File: config.mk
export PLATFORM = sky130hd
export DESIGN_NAME = time_keeper
export DESIGN_NICKNAME = d
export VERILOG_FILES = /design/src/rtl/time_keeper_pkg.sv /design/src/rtl/bcd_mod_counter.sv /design/src/rtl/time_keeper.sv
export SDC_FILE = /design/constraint.sdc
export NUM_CORES = 1
export LEC_CHECK = 0
export CORE_ASPECT_RATIO = 0.5
export CORE_MARGIN = 2
export CORE_UTILIZATION = 45
export CTS_BUF_LIST = sky130_fd_sc_hd__clkbuf_4 sky130_fd_sc_hd__clkbuf_8
export DETAILED_ROUTE_END_ITERATION = 8
export MAX_ROUTING_LAYER = met4
export PLACE_DENSITY_LB_ADDON = 0.12
export SLEW_MARGIN = 20
export SYNTH_ARGS = -nofsm -noshare
export SYNTH_HDL_FRONTEND = slang
export SYNTH_HIERARCHICAL = 1
export SYNTH_SLANG_ARGS = --single-unit
File: constraint.sdc
create_clock -name clk -period 3.5 [get_ports clk]
set_input_delay 0.875 -clock clk [delete_from_list [all_inputs] [get_ports clk]]
set_output_delay 0.875 -clock clk [all_outputs]
set_load 0.03 [all_outputs]
File: src/rtl/time_keeper_pkg.sv
// Shared definitions for the time-of-day clock: mode encodings, BCD limits
// and the single-step packed-BCD increment used by every field counter.
package time_keeper_pkg;

    typedef enum logic [1:0] {
        MODE_RUN   = 2'b00,
        MODE_SET_H = 2'b01,
        MODE_SET_M = 2'b10
    } mode_t;

    localparam logic [7:0] BCD_59 = 8'h59;
    localparam logic [7:0] BCD_23 = 8'h23;

    // Next packed-BCD value; wraps to 00 when the full byte equals max_v,
    // otherwise a units digit of 9 rolls to 0 and bumps the tens digit.
    function automatic logic [7:0] bcd_inc(input logic [7:0] v, input logic [7:0] max_v);
        logic [7:0] r;
        if (v == max_v) begin
            r = 8'h00;
        end else if (v[3:0] == 4'd9) begin
            r = {v[7:4] + 4'd1, 4'd0};
        end else begin
            r = {v[7:4], v[3:0] + 4'd1};
        end
        return r;
    endfunction

endpackage

File: src/rtl/bcd_mod_counter.sv
// One packed-BCD time field (seconds, minutes or hours) counting 00..MAX_BCD.
// wrap is the carry-out for the next field: high in the cycle this counter is
// about to roll from MAX_BCD to 00, and only when carrying is enabled.
module bcd_mod_counter
    import time_keeper_pkg::*;
#(
    parameter logic [7:0] MAX_BCD  = 8'h59,
    parameter logic [7:0] INIT_VAL = 8'h00
) (
    input  logic       clk,
    input  logic       rst_n,
    input  logic       load,
    input  logic [7:0] load_val,
    input  logic       inc,
    input  logic       carry_en,
    output logic [7:0] value,
    output logic       wrap
);

    assign wrap = inc & carry_en & (value == MAX_BCD);

    // Field register: load takes priority over increment.
    always_ff @(posedge clk or negedge rst_n) begin
        if (!rst_n) begin
            value <= INIT_VAL;
        end else if (load) begin
            value <= load_val;
        end else if (inc) begin
            value <= bcd_inc(value, MAX_BCD);
        end
    end

endmodule

File: src/rtl/time_keeper.sv
// 24-hour HH:MM:SS time-of-day counter in packed BCD with a two-key manual
// set sequence (RUN -> SET_H -> SET_M -> RUN) and a once-per-day rollover pulse.
module time_keeper
    import time_keeper_pkg::*;
#(
    parameter logic [7:0] INIT_HH = 8'h12,
    parameter logic [7:0] INIT_MM = 8'h00,
    parameter logic [7:0] INIT_SS = 8'h00
) (
    input  logic       clk,
    input  logic       rst_n,
    input  logic       sec_tick,
    input  logic       key_mode,
    input  logic       key_inc,
    output logic [7:0] hour_bcd,
    output logic [7:0] min_bcd,
    output logic [7:0] sec_bcd,
    output logic [1:0] mode,
    output logic       day_pulse
);

    mode_t state, state_nxt;
    logic  run, set_h, set_m;
    logic  field_inc;
    logic  sec_inc, min_inc, hour_inc;
    logic  sec_clr;
    logic  sec_wrap, min_wrap, hour_wrap;

    assign run   = (state == MODE_RUN);
    assign set_h = (state == MODE_SET_H);
    assign set_m = (state == MODE_SET_M);

    // A mode key in the same cycle as an increment key wins; the increment is dropped.
    assign field_inc = key_inc & ~key_mode;

    // Seconds only count while running; carries ripple only while running.
    assign sec_inc  = run & sec_tick;
    assign min_inc  = set_m ? field_inc : sec_wrap;
    assign hour_inc = set_h ? field_inc : min_wrap;

    // Leaving SET_M restarts the current minute from 00 seconds.
    assign sec_clr = set_m & key_mode;

    // Mode register.
    always_ff @(posedge clk or negedge rst_n) begin
        if (!rst_n) begin
            state <= MODE_RUN;
        end else begin
            state <= state_nxt;
        end
    end

    // Next mode: each key_mode advances one step; the unused code falls back to RUN.
    always_comb begin
        state_nxt = state;
        case (state)
            MODE_RUN:   if (key_mode) state_nxt = MODE_SET_H;
            MODE_SET_H: if (key_mode) state_nxt = MODE_SET_M;
            MODE_SET_M: if (key_mode) state_nxt = MODE_RUN;
            default:    state_nxt = MODE_RUN;
        endcase
    end

    bcd_mod_counter #(.MAX_BCD(BCD_59), .INIT_VAL(INIT_SS)) u_sec (
        .clk      (clk),
        .rst_n    (rst_n),
        .load     (sec_clr),
        .load_val (8'h00),
        .inc      (sec_inc),
        .carry_en (run),
        .value    (sec_bcd),
        .wrap     (sec_wrap)
    );

    bcd_mod_counter #(.MAX_BCD(BCD_59), .INIT_VAL(INIT_MM)) u_min (
        .clk      (clk),
        .rst_n    (rst_n),
        .load     (1'b0),
        .load_val (8'h00),
        .inc      (min_inc),
        .carry_en (run),
        .value    (min_bcd),
        .wrap     (min_wrap)
    );

    bcd_mod_counter #(.MAX_BCD(BCD_23), .INIT_VAL(INIT_HH)) u_hour (
        .clk      (clk),
        .rst_n    (rst_n),
        .load     (1'b0),
        .load_val (8'h00),
        .inc      (hour_inc),
        .carry_en (run),
        .value    (hour_bcd),
        .wrap     (hour_wrap)
    );

    // Rollover pulse: registered alongside the fields so it coincides with 00:00:00.
    always_ff @(posedge clk or negedge rst_n) begin
        if (!rst_n) begin
            day_pulse <= 1'b0;
        end else begin
            day_pulse <= hour_wrap;
        end
    end

    assign mode = state;

endmodule

### Word level (Yosys, flattened, before mapping)

Index checks and enable logic that the tools add are counted.

| storage, ports and cells | value |
|---|---|
| flip-flop bits (word level) | 27 |
| output and inout port bits | 27 |
| logic and storage cells | 58 |
| bits of input ports | 5 |

| cells by class | value |
|---|---|
| reductions and logical operators | 9 |
| eq/ne operators | 11 |
| add/subtract/negate cells | 6 |
| bitwise operators | 10 |
| muxes and demuxes | 14 |

Operators with widths:

| cell | count |
|---|---|
| $mux W8 | 8 |
| $add A4 B1 Y4 const B | 6 |
| $eq A8 B7 Y1 const B | 2 |
| $eq A4 B4 Y1 const B | 3 |
| $and A1 B1 Y1 | 9 |
| $eq A8 B6 Y1 const B | 1 |
| $mux W2 | 3 |
| $ne A2 B2 Y1 const B | 3 |
| $pmux W2 S3 | 1 |
| $reduce_and A2 Y1 | 3 |
| $reduce_bool A2 Y1 | 3 |
| $reduce_and A3 Y1 | 1 |
| $reduce_bool A3 Y1 | 1 |
| $eq A2 B1 Y1 const B | 1 |
| $eq A2 B2 Y1 const B | 1 |
| $logic_not A2 Y1 | 1 |
| $mux W1 | 2 |
| $not A1 Y1 | 1 |

### Logic depth before layout (Yosys ltp)

| logic depth | value |
|---|---|
| word-level depth | 10 |
| mapped depth | 12 |

### Cells and area by module

Netlist, hierarchy kept.

Modules (own cells, without submodules):

| module | seq. area each (um^2) | area each (um^2) | times used | cells an instance |
|---|---|---|---|---|
| bcd_mod_counter at u_min ... | 200.2 | 573.0 | 2 | 62 |
| bcd_mod_counter at u_hour | 202.7 | 579.3 | 1 | 62 |
| time_keeper | 75.1 | 178.9 | 1 | 15 |

### Least setup slack after synthesis

Ideal clock, no wire load.

| path | value |
|---|---|
| path type | input port to flip-flop |
| from | input sec_tick |
| to | register u_hour.value[7] |
| stages | 11 |
| arrival | 3.279 ns |
| library setup time | 0.126 ns |
| setup slack | 0.095 ns |
| data required time | 3.374 ns |
| path through | and2_1 and4b_1 and3_1 mux2_1 and4b_1 and3_1 mux2_4 buf_2 and4b_1 nor4b_1 a221o_1 |

| between the ends | value |
|---|---|
| longest elaborated chain between the ends | 8 |

RTL lines:

| element | RTL line | RTL |
|---|---|---|
| start: declaration | time_keeper.sv:12 | `input logic sec_tick,` |
| $and A1 B1 Y1 | time_keeper.sv:37 | `assign sec_inc = run & sec_tick;` |
| $and A1 B1 Y1 (2 in series) | bcd_mod_counter.sv:20 | `assign wrap = inc & carry_en & (value == MAX_BCD);` |
| net sec_wrap | time_keeper.sv:27 | `logic sec_wrap, min_wrap, hour_wrap;` |
| $mux W1 | time_keeper.sv:38 | `assign min_inc = set_m ? field_inc : sec_wrap;` |
| net min_inc | time_keeper.sv:25 | `logic sec_inc, min_inc, hour_inc;` |
| $and A1 B1 Y1 (2 in series) | bcd_mod_counter.sv:20 |  |
| net min_wrap | time_keeper.sv:27 |  |
| $mux W1 | time_keeper.sv:39 | `assign hour_inc = set_h ? field_inc : min_wrap;` |
| net hour_inc | time_keeper.sv:25 |  |
| $reduce_and A2 Y1 (no source line) | n/a |  |
| end signal: assignment | bcd_mod_counter.sv:27 | `value <= load_val;` |
| end signal: assignment | bcd_mod_counter.sv:29 | `value <= bcd_inc(value, MAX_BCD);` |
| end: declaration | bcd_mod_counter.sv:16 | `output logic [7:0] value,` |

The timed path passes the listed nets, and every way through them passes these cells.
A chain may end at the register's enable or synchronous reset.

### Final worst setup path

| path | value |
|---|---|
| from | input sec_tick |
| to | register u_hour.value[7] |

| between the ends | value |
|---|---|
| longest elaborated chain between the ends | 8 |

RTL lines:

| element | RTL line |
|---|---|
| $and A1 B1 Y1 | time_keeper.sv:37 |
| net sec_inc | time_keeper.sv:25 |
| $and A1 B1 Y1 (2 in series) | bcd_mod_counter.sv:20 |
| net sec_wrap | time_keeper.sv:27 |
| $mux W1 | time_keeper.sv:38 |
| net min_inc | time_keeper.sv:25 |
| $and A1 B1 Y1 (2 in series) | bcd_mod_counter.sv:20 |
| net min_wrap | time_keeper.sv:27 |
| $mux W1 | time_keeper.sv:39 |
| net hour_inc | time_keeper.sv:25 |
| $reduce_and A2 Y1 (no source line) | n/a |

The timed path passes the listed nets, and every way through them passes these cells.

==> summary.txt <==
Worst setup path
  – Worst EP arrival: 3.42 ns
  – Critical Path Most Common Cell: and4b_1
  – CP Launch Type: primary input
  – Reg2Reg Depth: 11
  – CP Class: primary input to flip-flop
  – CP required: 3.66 ns
  – Max incr delay on CP: 0.40 ns
  – Worst Path Max Fanout: 4
  – Worst Setup End Kind: flip-flop
  – Slowest-stage cell, CP: clkdlybuf4s50_1
  – Crit-path cells: clkdlybuf4s50_1 > and2_1 > and4b_1 > and3_1 > mux2_1 > and4b_1 > and3_1 > mux2_4 > and4b_1 > nor4b_1 > a221o_1

CTS
  – Hold buffer count at CTS: 0
  – Clk_lat worst skew: 0.27 ns
  – CTS root buffer: clkbuf_8
  – TritonCTS clock tree: done
  – Worst-path clk slew: 0.09 ns
  – Deepest clock path buffer count: 2
  – Post-CTS setup buffers: 0
  – H-Tree Level Count: 1
  – # resized after CTS: 0
  – Clock sink count: 27
  – Total CTS buffers: 3

Global routing
  – Overflow after GRT: 0
  – Global Route Usage Sum: 20.01%
  – Initial antenna violation count: 0
  – First-pass GRT wire length: 7.376 mm
  – Vias in the first global route: 1588
  – Largest net degree at the start of global routing: 28

STA
  – Min cycle time layout: 3.260 ns
  – Slew headroom: 55.12%
  – Final setup fails: 0
  – Worst hold slack: 0.5695 ns
  – Worst-Margin Slew: 0.6733 ns
  – Final WS setup: 0.2403 ns
  – Final Skew: 0.002924 ns
  – RSZ-0062 raised after global routing: false
  – Fin. Hold Viols: 0
  – Final Max Slew Viols: 0
  – Final worst-path cycle share: 93.13%
  – FMAX: 306.8 MHz

Die
  – Starting Density: 47.80%
  – Die height: 50 um
  – Die ar.: 4800 sq um
  – Core ar.: 3984 sq um
  – Horiz. Die Dim: 96 um
  – I/O pin total: 32
  – Rows: 16

Synth
  – Post-synth cell types: 52
  – Syn Inst Count: 201
  – Top FF cell, synth: dfrtp_1
  – Yosys Warn Count: 6
  – Synthesized area: 1904 sq um
  – EDFF count, synth: 0
  – Register area share after synthesis: 35.61%
  – Seq cells post-synth: 27
  – Async set-reset flop share out of synthesis: 100.0%
  – Post-Syn Area per Cell: 9.474 sq um

Detailed routing
  – Drt total wl: 4.280 mm
  – Violation count after the first detailed-route iteration: 56
  – Drt pass-1 iters: 4
  – Total number of vias: 1669
  – DR vias/cell: 5.265
  – WL per Instance: 13.50 um
  – Remaining antenna violation count: 0
  – Post-route DRC: 0

Place
  – Placed cell areas: 2409 sq um
  – Port Buf Inserts: 31
  – Detailed Place HPWL: 3.121 mm
  – Final weighted congestion in routability-driven placement: 0.8643
  – DP Worst Slack: -0.02862 ns

Hold path
  – Hold Crit Class: flip-flop to flip-flop
  – Min-Delay Path Depth: 1

Finish
  – Post-layout nets: 281
  – Ant diodes: 0
  – Area of the multi-input gates: 1255 sq um
  – Synth-to-layout area growth: 29.04%
  – Register area: 678.2 sq um
  – Fraction of layout cells with a size suffix above 1: 7.985%
  – Fillers: 365
  – Util after Layout: 61.68%
  – Final Cell Area: 2457 sq um

Pwr
  – Final Total Pwr: 1445 uW
  – Pwr/cell area: 588.0 nW/um^2
  – P_leak: 0.001061 uW
  – Max IR drop VDD: 0.3402 mV

Status
  – Status: completed

Run
  – Max-cap violations: 0
[logic make-up (layout without fill, tap and decap cells)]
family          Yosys count  after routing  share of synthesized area [%]
mux                       9              9                          5.125
compound gates           58             58                          20.96
simple gates             72             72                          25.03
fa+ha+maj                12             12                          7.884
xor+xnor                  3              3                          1.380
buf+inv                  19             54                          3.810
flops                    27             27                          35.61
other cells               1             28                         0.1969
[area by class of cell]
class                   instances  share of cell area, %
flip-flops and latches         27                  27.60
inverters                      12                  1.833
multi-input cells             182                  51.07
repair buffers                 38                  14.77
clock buffers                   4                  1.986
well taps                      54                  2.749
[cells in the mapped netlist, types with 2 or more instances]
| library cell | count | area (sq um) |
|---|---|---|
| and2_1 | 3 | 18.77 |
| ha_1 | 12 | 150.1 |
| o21a_1 | 3 | 22.52 |
| nand2b_1 | 2 | 12.51 |
| nand3b_1 | 3 | 22.52 |
| inv_1 | 12 | 45.04 |
| nand4_1 | 3 | 18.77 |
| a211oi_1 | 2 | 15.01 |
| o21ai_1 | 4 | 20.02 |
| a21oi_1 | 19 | 95.09 |
| nand4b_1 | 2 | 17.52 |
| nand2_1 | 11 | 41.29 |
| and4b_1 | 5 | 50.05 |
| a21boi_0 | 4 | 30.03 |
| nor3_1 | 5 | 25.02 |
| o21ai_0 | 6 | 30.03 |
| xnor2_1 | 3 | 26.28 |
| o211ai_1 | 2 | 15.01 |
| nor2b_4 | 2 | 27.53 |
| mux2i_1 | 6 | 60.06 |
| or3_1 | 3 | 18.77 |
| and3b_1 | 4 | 35.03 |
| and3_1 | 2 | 12.51 |
| nor2b_1 | 10 | 62.56 |
| o31ai_1 | 2 | 15.01 |
| clkbuf_1 | 6 | 22.52 |
| nand3_1 | 5 | 25.02 |
| a2111o_1 | 4 | 45.04 |
| and2b_1 | 2 | 15.01 |
| dfrtp_1 | 25 | 625.6 |
| a2bb2oi_1 | 2 | 17.52 |
| or4_1 | 2 | 15.01 |
| dfstp_2 | 2 | 52.55 |
| o22ai_1 | 3 | 18.77 |
| nor2_1 | 2 | 7.510 |
| nor3b_1 | 2 | 15.01 |
[placed cells by master, fill, tap and decap left out, drive strengths merged, types with 5 or more instances in the layout]
cell type       n
conb           28
ha             12
nor2b          12
nand3           5
and4b           5
o21ai          11
inv            12
mux2i           6
nor3            5
buf             7
a21oi          19
clkdlybuf4s50  31
dfrtp          25
nand2          11
[power breakdown]
group / total [uW] / internal [uW] / switching (uW)
Sequential: 515 / 394 / 121
Combinational: 740 / 339 / 400
Clock: 190 / 89.4 / 101
[state kept, by name, indices dropped and copies added (netlist names)]
signal        cells
u_hour/value      8
mode              2
u_sec/value       8
day_pulse         1
u_min/value       8
[per-layer routing]
| layer | wire length (um) | global-route usage [%] | part of all wire (%) |
|---|---|---|---|
| met2 | 2015 | 32.99 | 47 |
| met1 | 2115 | 26.14 | 49 |
| met3 | 141 | 4.587 | 3.3 |
| met4 | 8 | 1.905 | 0.19 |
| met5 | 0 | - | 0 |
[final timing paths]
kind,start,endpoint,slack [ns]
max,sec_tick,u_hour/value[7],0.24
min,mode[1],mode[0],0.57
max reg2reg,mode[0],u_hour/value[7],0.59
min reg2reg,mode[1],mode[0],0.57
max in group asynchronous,rst_n,u_hour/value[4],2.21
min in group asynchronous,rst_n,u_min/value[6],0.98
[worst max-delay path, delay by kind of cell]
kind / cells / cell delay [ns]
AND/OR/NAND/NOR: 7 / 1.33
multiplexers: 2 / 0.57
AO/OA/AOI/OAI: 1 / 0.26
buffers and inverters: 1 / 0.40
[metrics by stage]
step | cells | setup TNS, ns
global placement | 313 | 0
floorplan | 228 | 0
global route | 317 | 0
finish | 317 | 0
CTS | 317 | 0
detailed placement | 313 | -0.02862
(Power assumes the default switching activity.)
